## config.mk

```make
export PLATFORM = sky130hd
export DESIGN_NAME = mem_port_arbiter
export DESIGN_NICKNAME = d
export VERILOG_FILES = /design/src/rtl/mem_port_arbiter.sv
export SDC_FILE = /design/constraint.sdc
export NUM_CORES = 1
export LEC_CHECK = 0
export BUFFER_PORTS_ARGS = -buffer_cell sky130_fd_sc_hd__buf_2
export CORE_UTILIZATION = 40
export CTS_BUF_LIST = sky130_fd_sc_hd__clkbuf_2 sky130_fd_sc_hd__clkbuf_4 sky130_fd_sc_hd__clkbuf_8
export DETAILED_ROUTE_END_ITERATION = 8
export PLACE_DENSITY_LB_ADDON = 0.1
export SLEW_MARGIN = 40
export SYNTH_ARGS = -nofsm -noshare
export SYNTH_HDL_FRONTEND = slang
export SYNTH_SLANG_ARGS = --single-unit
```

## constraint.sdc

```tcl
create_clock -name clk -period 4.95 [get_ports clk]
set_input_delay 0.99 -clock clk [delete_from_list [all_inputs] [get_ports clk]]
set_output_delay 0.99 -clock clk [all_outputs]
set_load 0.02 [all_outputs]
```

## src/rtl/mem_port_arbiter.sv

```systemverilog
// mem_port_arbiter: shares one external memory port between instruction fetch
// (F) and load/store (M). Transactions are serialised through a three-state
// FSM. The memory-side request is held until MemReady arrives or the wait
// budget runs out. Per-stage stall requests are raised while a request is
// outstanding.
module mem_port_arbiter #(
    parameter int ADDR_W   = 32,
    parameter int DATA_W   = 32,
    parameter int MAX_WAIT = 15
) (
    input  logic                clk,
    input  logic                rst_n,
    input  logic                ReqF,
    input  logic [ADDR_W-1:0]   AddrF,
    output logic [DATA_W-1:0]   InstrF,
    output logic                AckF,
    input  logic                ReqM,
    input  logic                WeM,
    input  logic [ADDR_W-1:0]   AddrM,
    input  logic [DATA_W-1:0]   WDataM,
    input  logic [DATA_W/8-1:0] ByteEnM,
    output logic [DATA_W-1:0]   RDataM,
    output logic                AckM,
    output logic                MemReq,
    output logic                MemWe,
    output logic [ADDR_W-1:0]   MemAddr,
    output logic [DATA_W-1:0]   MemWData,
    output logic [DATA_W/8-1:0] MemBe,
    input  logic [DATA_W-1:0]   MemRData,
    input  logic                MemReady,
    output logic                StallMemF,
    output logic                StallMemM,
    output logic                TimeoutErr
);

    localparam int BE_W  = DATA_W / 8;
    // The counter only has to reach MAX_WAIT-1: the abort fires on the
    // MAX_WAIT-th cycle without MemReady.
    localparam int CNT_W = (MAX_WAIT > 1) ? $clog2(MAX_WAIT) : 1;
    localparam logic [CNT_W-1:0] WAIT_LAST = CNT_W'((MAX_WAIT > 0) ? (MAX_WAIT - 1) : 0);

    typedef enum logic [1:0] {
        S_IDLE,
        S_FETCH,
        S_DATA
    } state_t;

    state_t              state_q, state_d;
    logic                last_m_q, last_m_d;    // 1: most recent grant went to M
    logic [CNT_W-1:0]    cnt_q, cnt_d;
    logic                mem_req_q, mem_req_d;
    logic                mem_we_q, mem_we_d;
    logic [ADDR_W-1:0]   mem_addr_q, mem_addr_d;
    logic [DATA_W-1:0]   mem_wdata_q, mem_wdata_d;
    logic [BE_W-1:0]     mem_be_q, mem_be_d;
    logic [DATA_W-1:0]   instr_q, instr_d;
    logic [DATA_W-1:0]   rdata_q, rdata_d;
    logic                ack_f_q, ack_f_d;
    logic                ack_m_q, ack_m_d;
    logic                tmo_q, tmo_d;

    logic elig_f, elig_m, grant_f, grant_m, wait_expired;

    // A requester whose Ack is high this cycle is still holding Req for the
    // finished transfer, so it is not eligible again until the next cycle.
    // On a tie, the requester that did not win last time gets the port.
    assign elig_f       = ReqF && !ack_f_q;
    assign elig_m       = ReqM && !ack_m_q;
    assign grant_m      = elig_m && (!elig_f || !last_m_q);
    assign grant_f      = elig_f && (!elig_m || last_m_q);
    assign wait_expired = (MAX_WAIT > 0) && (cnt_q == WAIT_LAST);

    // Next-state and next-output logic for the arbitration FSM.
    always_comb begin
        state_d     = state_q;
        last_m_d    = last_m_q;
        cnt_d       = cnt_q;
        mem_req_d   = mem_req_q;
        mem_we_d    = mem_we_q;
        mem_addr_d  = mem_addr_q;
        mem_wdata_d = mem_wdata_q;
        mem_be_d    = mem_be_q;
        instr_d     = instr_q;
        rdata_d     = rdata_q;
        ack_f_d     = 1'b0;
        ack_m_d     = 1'b0;
        tmo_d       = tmo_q;

        case (state_q)
            S_IDLE: begin
                cnt_d = '0;
                if (grant_m) begin
                    state_d     = S_DATA;
                    last_m_d    = 1'b1;
                    mem_req_d   = 1'b1;
                    mem_we_d    = WeM;
                    mem_addr_d  = AddrM;
                    mem_wdata_d = WDataM;
                    mem_be_d    = WeM ? ByteEnM : '1;
                end else if (grant_f) begin
                    state_d    = S_FETCH;
                    last_m_d   = 1'b0;
                    mem_req_d  = 1'b1;
                    mem_we_d   = 1'b0;
                    mem_addr_d = AddrF;
                    mem_be_d   = '1;
                end
            end
            S_FETCH, S_DATA: begin
                if (MemReady) begin
                    state_d   = S_IDLE;
                    mem_req_d = 1'b0;
                    mem_we_d  = 1'b0;
                    if (state_q == S_FETCH) begin
                        instr_d = MemRData;
                        ack_f_d = 1'b1;
                    end else begin
                        if (!mem_we_q) begin
                            rdata_d = MemRData;
                        end
                        ack_m_d = 1'b1;
                    end
                end else if (wait_expired) begin
                    // Abort: the requester still gets its Ack so the pipeline
                    // never deadlocks, but with zero data and a sticky error.
                    state_d   = S_IDLE;
                    mem_req_d = 1'b0;
                    mem_we_d  = 1'b0;
                    tmo_d     = 1'b1;
                    if (state_q == S_FETCH) begin
                        instr_d = '0;
                        ack_f_d = 1'b1;
                    end else begin
                        rdata_d = '0;
                        ack_m_d = 1'b1;
                    end
                end else if (MAX_WAIT > 0) begin
                    cnt_d = cnt_q + 1'b1;
                end
            end
            default: begin
                state_d = S_IDLE;
            end
        endcase
    end

    // State and output registers; reset abandons any transaction in flight.
    always_ff @(posedge clk) begin
        if (!rst_n) begin
            state_q     <= S_IDLE;
            last_m_q    <= 1'b0;
            cnt_q       <= '0;
            mem_req_q   <= 1'b0;
            mem_we_q    <= 1'b0;
            mem_addr_q  <= '0;
            mem_wdata_q <= '0;
            mem_be_q    <= '0;
            instr_q     <= '0;
            rdata_q     <= '0;
            ack_f_q     <= 1'b0;
            ack_m_q     <= 1'b0;
            tmo_q       <= 1'b0;
        end else begin
            state_q     <= state_d;
            last_m_q    <= last_m_d;
            cnt_q       <= cnt_d;
            mem_req_q   <= mem_req_d;
            mem_we_q    <= mem_we_d;
            mem_addr_q  <= mem_addr_d;
            mem_wdata_q <= mem_wdata_d;
            mem_be_q    <= mem_be_d;
            instr_q     <= instr_d;
            rdata_q     <= rdata_d;
            ack_f_q     <= ack_f_d;
            ack_m_q     <= ack_m_d;
            tmo_q       <= tmo_d;
        end
    end

    assign MemReq     = mem_req_q;
    assign MemWe      = mem_we_q;
    assign MemAddr    = mem_addr_q;
    assign MemWData   = mem_wdata_q;
    assign MemBe      = mem_be_q;
    assign InstrF     = instr_q;
    assign RDataM     = rdata_q;
    assign AckF       = ack_f_q;
    assign AckM       = ack_m_q;
    assign TimeoutErr = tmo_q;
    assign StallMemF  = ReqF && !ack_f_q;
    assign StallMemM  = ReqM && !ack_m_q;

endmodule

```

Word level (Yosys, flattened, before mapping). Cells that the tools add are included.

Bits of input ports: 138. Output and inout bits: 139. Register bits: 144. Word-level logic and storage cells: 86.

Equal/unequal tests: 8. Add/sub/neg operators: 1. Reduce and logical (&&, ||, !) cells: 25. Bitwise gates (word level): 2. Multiplexer cells: 37.

Operators with widths (number): 2-to-1 mux 32 bit (11); 2-to-1 mux 4 bit (5); 2-to-1 mux 1 bit (13); AND reduction 3 bit (4); 2-to-1 mux 2 bit (4); case mux 4 bit (2 select lines) (1); AND reduction 2 bit (4); inequality test 2 bit (second input constant) (3); inequality test 3 bit (second input constant) (2); nonzero test 2 bit (3); zero test 1 bit (5); adder 4 x 1 -> 4 bit (second input constant) (1); equality test 4 bit (second input constant) (1); logical AND 1 bit (4); case mux 1 bit (2 select lines) (2); case mux 2 bit (2 select lines) (1); AND reduction 4 bit (1); equality test 2 x 1 -> 1 bit (second input constant) (1); equality test 2 bit (second input constant) (1); zero test 2 bit (1); logical OR 1 bit (2); inverter 1 bit (2); OR reduction 2 bit (1).

Longest topological paths before layout. Gate-level depths: netlist of run 1.

Depth in word-level cells: 8. Gate-level depth with buffers: 8. Depth with buffers taken out: 6.

Worst setup path before layout of run 1. OpenSTA, ideal clock, no wires.

Kind: input to output. From: input ReqF. To: output StallMemF. Required time: 3.960 ns. Path slack: 2.668 ns. Data arrival time: 1.292 ns. Path buffers: 0. Cell stages on the path: 2. Cell sequence: nand2b_2 -> inv_1.

Word-level cells in the longest chain between the ends: 1.

RTL lines: from (decl) (line 13) `input logic ReqF,`; logical AND 1 bit (line 190) `assign StallMemF = ReqF && !ack_f_q;`; to (decl) (line 31) `output logic StallMemF,`.

No other way between the ends.

Worst setup path in the final report of run 1.
From: input ReqM. To: output StallMemM.

Word-level cells in the longest chain between the ends: 1.

RTL lines: from (decl) (line 17) `input logic ReqM,`; logical AND 1 bit (line 191) `assign StallMemM = ReqM && !ack_m_q;`; to (decl) (line 32) `output logic StallMemM,`.

No other way between the ends.

==> results of run 1 <==
## layout by cell type, fill, tap and decap left out, types with 2 or more instances in the layout
| cell | Yosys | layout |
|---|---|---|
| sky130_fd_sc_hd__nor2_1 | 3 | 2 |
| sky130_fd_sc_hd__nand3b_1 | 2 | 2 |
| sky130_fd_sc_hd__inv_1 | 4 | 4 |
| sky130_fd_sc_hd__buf_4 | 5 | 4 |
| sky130_fd_sc_hd__nor2b_1 | 3 | 3 |
| sky130_fd_sc_hd__a21oi_1 | 3 | 3 |
| sky130_fd_sc_hd__and2_1 | 2 | 2 |
| sky130_fd_sc_hd__nor2b_2 | 30 | 30 |
| sky130_fd_sc_hd__o21a_1 | 4 | 3 |
| sky130_fd_sc_hd__clkbuf_4 | 0 | 4 |
| sky130_fd_sc_hd__clkinv_2 | 0 | 6 |
| sky130_fd_sc_hd__and3_1 | 3 | 2 |
| sky130_fd_sc_hd__ha_1 | 5 | 5 |
| sky130_fd_sc_hd__o21ai_1 | 15 | 15 |
| sky130_fd_sc_hd__nand2_1 | 105 | 104 |
| sky130_fd_sc_hd__clkbuf_8 | 0 | 20 |
| sky130_fd_sc_hd__dfxtp_1 | 144 | 144 |
| sky130_fd_sc_hd__a22oi_2 | 30 | 30 |
| sky130_fd_sc_hd__nand4_1 | 2 | 2 |
| sky130_fd_sc_hd__nor3b_1 | 2 | 2 |
| sky130_fd_sc_hd__nand2b_1 | 3 | 3 |
| sky130_fd_sc_hd__buf_2 | 20 | 275 |
| sky130_fd_sc_hd__o21ai_0 | 54 | 54 |
| sky130_fd_sc_hd__nand2_2 | 1 | 2 |
| sky130_fd_sc_hd__nor3_1 | 2 | 2 |
| sky130_fd_sc_hd__o221a_1 | 3 | 3 |
| sky130_fd_sc_hd__a31oi_1 | 32 | 32 |
| sky130_fd_sc_hd__nand3_1 | 36 | 36 |
| sky130_fd_sc_hd__a22oi_1 | 2 | 2 |
| sky130_fd_sc_hd__a22o_1 | 32 | 32 |
## area by class of cell
| class | count | area, sq um | share of cell area (%) |
|---|---|---|---|
| flip-flops and latches | 144 | 2880 | 38.6 |
| multi-input cells | 388 | 2520 | 33.8 |
| repair buffers | 282 | 1460 | 19.5 |
| clock buffers | 24 | 305 | 4.08 |
| well taps | 180 | 225 | 3.01 |
| clock inverters | 7 | 60.1 | 0.803 |
| inverters | 5 | 18.8 | 0.251 |
## critical path, cell delays in order
cell and delay, ns:
sky130_fd_sc_hd__buf_2 0.10, sky130_fd_sc_hd__nand2b_1 0.29, sky130_fd_sc_hd__inv_2 0.09, sky130_fd_sc_hd__buf_2 0.18
## power by group
part / total, mW / switching, mW / leakage, nW / internal (mW)
clock: 0.869 / 0.418 / 0.200 / 0.451
combinational: 0.675 / 0.428 / 2.06 / 0.247
sequential: 1.33 / 0.0616 / 1.18 / 1.27
## kinds of logic (layout without fill, tap and decap cells)
logic type | Yosys count | count (layout)
buffers and inverters | 56 | 318
DFF | 144 | 144
adders and majority gates | 5 | 5
and+or+nand+nor | 198 | 198
AOI/OAI and AO/OA | 183 | 183
xor gates and xnor gates | 1 | 1
muxes | 1 | 1
## worst max path at each step
stage          from                        to  slack, ns  cells past startpoint
2_1_floorplan  ReqF                 StallMemF       2.67                      2
3_3_place_gp   ReqM  MemAddr[17]$_SDFFE_PN0P_       2.10                      6
3_5_place_dp   ReqF     MemBe[0]$_SDFFE_PN0P_       2.17                      6
4_1_cts        ReqM                 StallMemM       2.31                      4
5_1_grt        ReqM                 StallMemM       2.26                      4
6_report       ReqM                 StallMemM       2.31                      4
## metrics by stage
step	util (%)	setup WS (ns)
after floorplan	-	2.67
after global placement	50.4	2.10
after detailed placement	50.7	2.17
after CTS	53.3	2.31
after global routing	53.5	2.26
final	53.5	2.31
## state kept, by name, indices dropped and copies added, names as in the netlist
signal,cells
AckM,1
AckF,1
RDataM,32
MemWData,32
MemReq,1
TimeoutErr,1
MemBe,4
MemWe,1
InstrF,32
cnt_q,4
state_q,2
last_m_q,1
MemAddr,32
## routing by layer
| layer | track usage [%] | up-vias | wire length (microns) |
|---|---|---|---|
| li1 | - | 2581 | - |
| met1 | 22.9 | 2397 | 6300 |
| met2 | 32.1 | 185 | 7280 |
| met3 | 6.84 | 18 | 1130 |
| met4 | 8.54 | 0 | 224 |
| met5 | 0 | - | 0 |
==> summary.txt, run 1 <==
Drt
  • Number of DRC violations after detailed-routing iteration 0: slightly below 300
  • Number of nets with antenna violations after detailed routing: 0
  • Via count: between 5000 and 6000
  • Via-per-instance ratio: 5.03
  • Pre-Repair DR Iteration Count: 5
  • Drt drc: 0
  • Average routed wire per standard cell: around 15 microns
  • DRT Wirelength: 14.9 mm

Final layout
  • Proportion of layout cells with a drive suffix above 1: between 40% and 50%
  • Post-route design area: around 7500 sq um
  • Number of standard cells in the layout, taps in and fillers out: 1030
  • Number of nets in the layout: between 900 and 1000
  • Growth of design area from synthesis to finish: 29.5%
  • Count of fill cells added during filler insertion: between 1000 and 1500
  • Diodes inserted: 0

Logic synthesis
  • Dominant combinational cell family by area after synthesis: compound AO/OA/AOI/OAI gates
  • Dominant register cell in the synthesized netlist: sky130_fd_sc_hd__dfxtp_1
  • Arithmetic-cell share of the synthesized area counting full adders, half adders and majority gates: 1.08%
  • XOR/XNOR share of the synthesized area: 0.152%
  • Top cells by instance count after synthesis: 144 x sky130_fd_sc_hd__dfxtp_1, 105 x sky130_fd_sc_hd__nand2_1, 54 x sky130_fd_sc_hd__o21ai_0, 36 x sky130_fd_sc_hd__nand3_1
  • Cell with the most instances after synthesis: sky130_fd_sc_hd__dfxtp_1
  • Fraction of the mapped netlist area in simple logic gates: 17.7%
  • Synth Area in Compound Gates: 24.4%
  • Number of synthesized flops with an enable pin: 0
  • Synthesized netlist net count: ~730
  • Synth top area share: about half
  • Yosys reg bits: 144
  • Yosys cell types: 47
  • Largest cells by area after synthesis: sky130_fd_sc_hd__dfxtp_1 50%, sky130_fd_sc_hd__nand2_1 6.8%, sky130_fd_sc_hd__a22oi_2 6.5%
  • Leading area contributor after synthesis: sky130_fd_sc_hd__dfxtp_1
  • Async SR Flop Fraction: 0%
  • Mean Syn Cell Area: roughly 10 sq um
  • Mapped Cells: approximately 590
  • Total of warnings raised by yosys: 0
  • Netlist Area Pre-Place: slightly below 6000 sq um
  • Mux contribution to synthesized area: less than 1%
  • Register area share after synthesis: between 40% and 50%

Clocking
  • Max H-tree Level: 4
  • Root cell of the clock tree: sky130_fd_sc_hd__clkbuf_8
  • Clock sinks: 144
  • Clock slew seen by the registers of the worst setup and hold paths: 0.07 ns
  • Bufs on Longest Clock Path: 2
  • Number of setup buffers added after CTS: 0
  • Number of buffers inserted by hold repair at cts: 0
  • Clock tree from TritonCTS: done
  • Post-CTS resize count: 0
  • Number of buffers created by CTS: 17
  • Insertion delay of the later-clocked pin in the worst-skew pair: 0.45 ns

Run
  • Number of maximum-capacitance violations: 0

Worst hold path
  • Hold Crit Start: MemWData[27]$_SDFFE_PN0P_
  • Hold Crit Endpoint: MemWData[27]$_SDFFE_PN0P_
  • Type of the tightest min-delay check: reg2reg
  • Min-Delay Path Depth: 2

Floorplan
  • DIE AREA: about 15000 sq um
  • Placeable core region: 14000 sq um
  • Number of placement rows: 43
  • Starting Density: roughly two fifths
  • Count of pins on the block boundary: 277
  • Y dimension of the die: 122 microns
  • Die width: 122 microns

STA
  • Portion of the clock cycle consumed by the worst path in the final layout: a little over half
  • Unrepaired setup endpoints after global routing: false
  • Max-slew violation count: 0
  • Final-report hold violation count: 0
  • Crit path time final: between 2 and 3 ns
  • Setup TNS: 0 ns
  • Total setup violations reported at the end of the flow: 0
  • Final worst clock skew: 0.0114 ns
  • Hold_ws: 0.451 ns
  • Fmax: about 0.38 GHz
  • Worst slew margin: 56.2%
  • Slew of the pin with the lowest slew margin: 0.657 ns

Placed design
  • Detailed placer's ending HPWL: between 10 and 15 mm
  • Count of buffers inserted at the top-level ports: approximately 280
  • RePlAce Congestion: approximately 0.75
  • Placed standard-cell area: 7090 sq um
  • Placed cell count: approximately 1000

Setup path
  • Startpoint Class: input port
  • Critical Path Fanout Max: 6
  • Category of the most critical setup path: in2out
  • Slack of the worst reg-to-reg path: ~2.8 ns
  • Reg2Reg Depth: 6
  • Endpoint of the lowest-slack register-to-register path: InstrF[23]$_SDFFE_PN0P_
  • Worst r2r src: state_q[1]$_SDFFE_PN0P_
  • CP Capture Type: primary output
  • Required time at the endpoint of the critical path: about 4.0 ns
  • Data arrival time at the worst-slack endpoint: roughly 1.7 ns

Power
  • Leakage power: ~3.4 nW
  • Total Power: around 2.9 mW
  • Peak VDD IR: 0.000234 V
  • Total power per unit cell area: between 300 and 400 nW/um^2

GRT
  • Maximum number of pins on one net before global-route repair: 98
  • Via count of the first global-routing pass: between 4000 and 5000
  • Global route overflow: 0
  • First-pass GRT wire length: approximately 22 mm
  • Antenna violations before repair: 0
  • Overall global routing resource usage: between 15 and 20%

Run status
  • Status: finished clean
No activity file was read; power rests on OpenSTA's default activity.
==> run 2, diff against run 1 <==
==> constraint.sdc (replaced) <==
create_clock -name clk -period 2.6 [get_ports clk]
set_input_delay 0.52 -clock clk [delete_from_list [all_inputs] [get_ports clk]]
set_output_delay 0.52 -clock clk [all_outputs]
set_load 0.02 [all_outputs]
==> summary.txt, run 2 (synthesis results as in run 1) <==
Clocking
  • Clock sinks: 144 (unchanged)
  • Number of setup buffers added after CTS: 0 (unchanged)
  • Max H-tree Level: 4 (unchanged)
  • Number of buffers created by CTS: 17 (unchanged)
  • Post-CTS resize count: 0 (unchanged)
  • Clock tree from TritonCTS: done
  • Number of buffers inserted by hold repair at cts: 0 (unchanged)
  • Root cell of the clock tree: sky130_fd_sc_hd__clkbuf_8
  • Insertion delay of the later-clocked pin in the worst-skew pair: 0.44 ns (about the same)
  • Bufs on Longest Clock Path: 2 (unchanged)
  • Clock slew seen by the registers of the worst setup and hold paths: 0.08 ns (about the same)

STA
  • Slew of the pin with the lowest slew margin: 0.532 ns (-0.125 ns)
  • Setup TNS: 0 ns (unchanged)
  • Total setup violations reported at the end of the flow: 0 (unchanged)
  • Unrepaired setup endpoints after global routing: false
  • Worst slew margin: 64.5% (+8.3 points)
  • Fmax: 0.526 GHz
  • Final worst clock skew: 0.00908 ns (-0.00233 ns)
  • Final worst setup slack: 0.700 ns (-1.61 ns)
  • Max-slew violation count: 0 (unchanged)
  • Portion of the clock cycle consumed by the worst path in the final layout: about three quarters
  • Final-report hold violation count: 0 (unchanged)
  • Crit path time final: ~1.9 ns

Setup path
  • Required time at the endpoint of the critical path: 2.92 ns (-1.04 ns)
  • Critical Path Fanout Max: 32 (+26)
  • Peak per-stage delay on the critical path: 0.46 ns (+0.17 ns)
  • Data arrival time at the worst-slack endpoint: 2.22 ns (+0.57 ns)
  • Category of the most critical setup path: reg2reg
  • Critical path cell sequence: inv_1 > ha_1 > nand2_1 > o21a_1 > buf_4 > a22o_1
  • Slowest cell on crit path: sky130_fd_sc_hd__ha_1
  • CP Capture Type: flop
  • Startpoint Class: flop

Placed design
  • Placed standard-cell area: 7140 sq um (+0.60%)
  • Worst slack, placed: 0.611 ns (-1.55 ns)
  • Count of buffers inserted at the top-level ports: 276 (unchanged)
  • Detailed placer's ending HPWL: 10.6 mm (+0.94%)
  • RePlAce Congestion: 0.741 (-1.0%)

Drt
  • Average routed wire per standard cell: 14.5 microns (about the same)
  • Via count: 5235 (+1.0%)
  • Number of DRC violations after detailed-routing iteration 0: 165 (-44%)
  • Drt drc: 0 (unchanged)
  • Pre-Repair DR Iteration Count: 4 (-1)
  • Via-per-instance ratio: 5.06 (+0.65%)
  • Number of nets with antenna violations after detailed routing: 0 (unchanged)
  • DRT Wirelength: 15.0 mm (+0.41%)

Run
  • Number of maximum-capacitance violations: 0 (unchanged)

Run status
  • Status: finished clean

Floorplan
  • Die width: 122 microns (unchanged)
  • Number of placement rows: 43 (unchanged)
  • Y dimension of the die: 122 microns (unchanged)
  • DIE AREA: 14900 sq um (unchanged)
  • Placeable core region: 14000 sq um (unchanged)
  • Starting Density: 41.3% (unchanged)
  • Count of pins on the block boundary: 277 (unchanged)

GRT
  • Via count of the first global-routing pass: 4895 (+6.3%)
  • Maximum number of pins on one net before global-route repair: 75 (-23%)
  • Global route overflow: 0 (unchanged)
  • Antenna violations before repair: 1 (+1)
  • First-pass GRT wire length: 23.2 mm (+3.8%)
  • Overall global routing resource usage: 20.0% (+0.43 points)

Final layout
  • Post-layout util: 53.6% (+0.11 points)
  • Count of fill cells added during filler insertion: 1321 (-0.75%)
  • Most common library cell in the layout ignoring fill and taps: sky130_fd_sc_hd__buf_2
  • Proportion of layout cells with a drive suffix above 1: 45.6% (about the same)
  • Commonest cells after routing, fill and taps aside: 275 x sky130_fd_sc_hd__buf_2, 144 x sky130_fd_sc_hd__dfxtp_1, 105 x sky130_fd_sc_hd__nand2_1, 54 x sky130_fd_sc_hd__o21ai_0, 36 x sky130_fd_sc_hd__nand3_1
  • Growth of design area from synthesis to finish: 29.7%
  • Post-route design area: 7490 sq um (+0.20%)
  • Number of nets in the layout: 985 (+0.41%)

Power
  • Peak VDD IR: 0.000466 V (+99%)
  • Total Power: 5.45 mW (+89%)
  • Leakage power: 3.44 nW (+0.25%)
  • Total power per unit cell area: 728 nW/um^2 (+89%)

Worst hold path
  • Type of the tightest min-delay check: in2reg
run 2: stage by stage:
| step | hold WS (ns) | instances |
|---|---|---|
| after floorplan | 0.453 | 588 |
| after global placement | 0.434 | 1003 |
| after detailed placement | 0.442 | 1003 |
| after CTS | 0.263 | 1033 |
| after global routing | 0.264 | 1034 |
| final | 0.300 | 1034 |
run 2: per-layer routing:
metal	vias up	global-route usage [%]	wire [microns]
met3	22	6.32	1160
met4	0	10.1	296
met5	-	0	0
met2	181	32.8	7220
li1	2583	-	-
met1	2449	23.3	6330
run 2: critical path: cells and delay by family, from the launching register on:
kind | cells | cell delay [ns]
AO/OA/AOI/OAI | 2 | 0.48
adder cells (fa/ha/maj) | 1 | 0.46
buffers and inverters | 2 | 0.31
flip-flops | 1 | 0.35
AND/OR/NAND/NOR | 1 | 0.16
run 2: final timing paths:
check / start / end / slack [ns] / cells past startpoint
setup reg to reg: state_q[0]$_SDFFE_PN0P_ / InstrF[10]$_SDFFE_PN0P_ / 0.70 / 6
hold / removal: WDataM[31] / MemWData[31]$_SDFFE_PN0P_ / 0.30 / 3
hold reg to reg: MemWData[26]$_SDFFE_PN0P_ / MemWData[26]$_SDFFE_PN0P_ / 0.45 / 2
setup / recovery: state_q[0]$_SDFFE_PN0P_ / InstrF[10]$_SDFFE_PN0P_ / 0.70 / 6
run 2: cell type report:
type                    count  area [sq um]  share of cell area (%)
repair buffers            286          1500                    20.0
multi-input cells         388          2510                    33.5
clock buffers              23           292                    3.89
clock inverters             7          62.6                   0.835
inverters                   5          18.8                   0.251
flip-flops and latches    144          2880                    38.5
diodes                      1          2.50                  0.0334
well taps                 180           225                    3.01
run 2: power by group:
part / switching [mW] / internal (mW)
Clock: 0.797 / 0.830
Sequential: 0.115 / 2.42
Combinational: 0.817 / 0.472
==> run 3, diff against run 2 <==
==> constraint.sdc (replaced) <==
create_clock -name clk -period 1.8 [get_ports clk]
set_input_delay 0.36 -clock clk [delete_from_list [all_inputs] [get_ports clk]]
set_output_delay 0.36 -clock clk [all_outputs]
set_load 0.02 [all_outputs]
==> summary.txt, run 3 (synthesis results as in run 1) <==
Placed design
  • Count of buffers inserted at the top-level ports: 276 (unchanged)
  • RePlAce Congestion: 0.762 (+2.8%)
  • Detailed placer's ending HPWL: 10.5 mm (-0.99%)
  • Placed cell count: 1009 (+0.60%)
  • Worst slack, placed: 0.101 ns (-0.510 ns)

Worst hold path
  • Type of the tightest min-delay check: in2reg
  • Hold Crit Endpoint: MemWData[15]$_SDFFE_PN0P_
  • Hold Crit Start: WDataM[15]
  • Min-Delay Path Depth: 3 (unchanged)

Clocking
  • Number of buffers created by CTS: 17 (unchanged)
  • Clock slew seen by the registers of the worst setup and hold paths: 0.07 ns (about the same)
  • Clock tree from TritonCTS: done
  • Bufs on Longest Clock Path: 2 (unchanged)
  • Max H-tree Level: 4 (unchanged)
  • Clock sinks: 144 (unchanged)
  • Number of buffers inserted by hold repair at cts: 0 (unchanged)
  • Insertion delay of the later-clocked pin in the worst-skew pair: 0.44 ns (about the same)
  • Root cell of the clock tree: sky130_fd_sc_hd__clkbuf_8
  • Number of setup buffers added after CTS: 0 (unchanged)

Final layout
  • Commonest cells after routing, fill and taps aside: 275 x sky130_fd_sc_hd__buf_2, 144 x sky130_fd_sc_hd__dfxtp_1, 105 x sky130_fd_sc_hd__nand2_1, 54 x sky130_fd_sc_hd__o21ai_0, 36 x sky130_fd_sc_hd__nand3_1
  • Count of fill cells added during filler insertion: 1338 (+1.3%)
  • Number of standard cells in the layout, taps in and fillers out: 1040 (+0.58%)
  • Growth of design area from synthesis to finish: 33.5%
  • Proportion of layout cells with a drive suffix above 1: 46.3% (+0.68 points)
  • Diodes inserted: 0 (-1)
  • Register Area: 2880 sq um (unchanged)
  • Most common library cell in the layout ignoring fill and taps: sky130_fd_sc_hd__buf_2
  • Footprint of the multi-input gates: 2530 sq um (+0.60%)
  • Post-layout util: 55.1% (+1.6 points)
  • Number of nets in the layout: 991 (+0.61%)

Setup path
  • Critical path cell sequence: nand2b_2 > inv_1 > buf_2
  • Peak per-stage delay on the critical path: 0.32 ns (-0.14 ns)
  • Required time at the endpoint of the critical path: 1.44 ns (-1.48 ns)
  • Data arrival time at the worst-slack endpoint: 1.34 ns (-0.88 ns)
  • Number of gates on the worst path with buffers counted: 3 (-3)
  • Category of the most critical setup path: reg2out
  • Slack of the worst reg-to-reg path: 0.14 ns (-0.56 ns)
  • Cell family with most CP delay: buffers and inverters
  • Startpoint Class: flop
  • Critical Path Fanout Max: 5 (-84%)
  • Worst r2r src: cnt_q[0]$_SDFFE_PN0P_
  • Reg2Reg Depth: 6 (unchanged)
  • Crit path buffers/inverters: 2 (unchanged)
  • CP Capture Type: primary output
  • Endpoint of the lowest-slack register-to-register path: cnt_q[3]$_SDFFE_PN0P_
  • Slowest cell on crit path: sky130_fd_sc_hd__dfxtp_1

STA
  • Portion of the clock cycle consumed by the worst path in the final layout: 94.2%
  • Slew of the pin with the lowest slew margin: 0.453 ns (-0.0794 ns)
  • Setup TNS: 0 ns (unchanged)
  • Fmax: about 0.59 GHz
  • Unrepaired setup endpoints after global routing: false
  • Final-report hold violation count: 0 (unchanged)
  • Max-slew violation count: 0 (unchanged)
  • Worst slew margin: 69.8% (+5.3 points)
  • Final worst setup slack: 0.104 ns (-0.596 ns)
  • Total setup violations reported at the end of the flow: 0 (unchanged)
  • Final worst clock skew: 0.0122 ns (+0.00310 ns)
  • Crit path time final: around 1.7 ns

Drt
  • Average routed wire per standard cell: 14.4 microns (-1.0%)
  • Via count: 5176 (-1.1%)
  • Number of DRC violations after detailed-routing iteration 0: 271 (+64%)
  • DRT Wirelength: 14.9 mm (-0.46%)
  • Drt drc: 0 (unchanged)
  • Via-per-instance ratio: 4.98 (-1.7%)
  • Number of nets with antenna violations after detailed routing: 0 (unchanged)
  • Pre-Repair DR Iteration Count: 7 (+3)

GRT
  • Global route overflow: 0 (unchanged)
  • Via count of the first global-routing pass: 4935 (+0.82%)
  • Maximum number of pins on one net before global-route repair: 47 (-37%)
  • First-pass GRT wire length: 23.4 mm (+0.95%)
  • Antenna violations before repair: 0 (-1)
  • Overall global routing resource usage: 20.2% (+0.20 points)

Floorplan
  • Placeable core region: 14000 sq um (unchanged)
  • Starting Density: 41.3% (unchanged)
  • Y dimension of the die: 122 microns (unchanged)
  • Count of pins on the block boundary: 277 (unchanged)
  • DIE AREA: 14900 sq um (unchanged)
  • Number of placement rows: 43 (unchanged)
  • Die width: 122 microns (unchanged)

Power
  • Peak VDD IR: 0.000688 V (+48%)
  • Total power per unit cell area: 1050 nW/um^2 (+45%)
  • Leakage power: 3.53 nW (+2.6%)

Run status
  • Status: finished clean

Run
  • Number of maximum-capacitance violations: 0 (unchanged)
-- run 3: cell types whose count changed in the layout (fill, tap and decap cells not counted) --
| cell | change |
|---|---|
| sky130_fd_sc_hd__buf_12 | +10 |
| sky130_fd_sc_hd__buf_4 | -4 |
| sky130_fd_sc_hd__bufinv_16 | +1 |
| sky130_fd_sc_hd__clkbuf_4 | +2 |
| sky130_fd_sc_hd__clkinv_2 | -2 |
| sky130_fd_sc_hd__diode_2 | -1 |
| sky130_fd_sc_hd__ha_1 | -1 |
| sky130_fd_sc_hd__ha_4 | +1 |
| sky130_fd_sc_hd__nand2b_1 | -1 |
| sky130_fd_sc_hd__nand2b_2 | +1 |
-- run 3: final cells by class --
type | count | area share [%]
flip-flops and latches | 144 | 37.4
clock buffers | 25 | 3.98
inverters | 5 | 0.243
clock inverters | 6 | 1.07
well taps | 180 | 2.92
repair buffers | 292 | 21.6
multi-input cells | 388 | 32.8
-- run 3: layer usage --
layer  vias up  share of wire [%]  GRT usage (%)
met1      2396                 42           23.6
met4         0                1.7           8.77
met5         -                  0              0
li1       2596                  -              -
met2       166                 49           33.8
met3        18                7.4           6.37
-- run 3: stage by stage --
stage	cell area, sq um	hold WS (ns)	power, mW
2_1_floorplan	5780	0.453	5.00
3_3_place_gp	7310	0.434	5.64
3_5_place_dp	7310	0.438	5.68
4_1_cts	7690	0.0995	8.21
5_1_grt	7710	0.118	8.58
6_report	7710	0.135	8.12
-- run 3: worst max-delay path by stage --
stage	startpoint	end	slack (ns)
after floorplan	state_q[0]$_SDFFE_PN0P_	InstrF[10]$_SDFFE_PN0P_	0.18
after global placement	state_q[0]$_SDFFE_PN0P_	InstrF[19]$_SDFFE_PN0P_	0.17
after detailed placement	state_q[1]$_SDFFE_PN0P_	InstrF[24]$_SDFFE_PN0P_	0.10
after CTS	AckM$_SDFF_PN0_	StallMemM	0.01
after global routing	AckF$_SDFF_PN0_	StallMemF	0.04
final	AckF$_SDFF_PN0_	StallMemF	0.10
-- run 3: report_power, final --
| group | internal, mW | switching, mW |
|---|---|---|
| combinational | 0.762 | 1.19 |
| sequential | 3.50 | 0.164 |
| clock | 1.38 | 1.12 |
-- run 3: tightest hold or removal path, stage by stage --
cell	delay [ns]
sky130_fd_sc_hd__buf_2	0.07
sky130_fd_sc_hd__nand3_1	0.05
sky130_fd_sc_hd__o21ai_0	0.06
-- run 3: what timing repair did --
action,CTS,global route
hold endpoints to repair,0,0
resized for setup,0,3
setup endpoints to repair,0,33
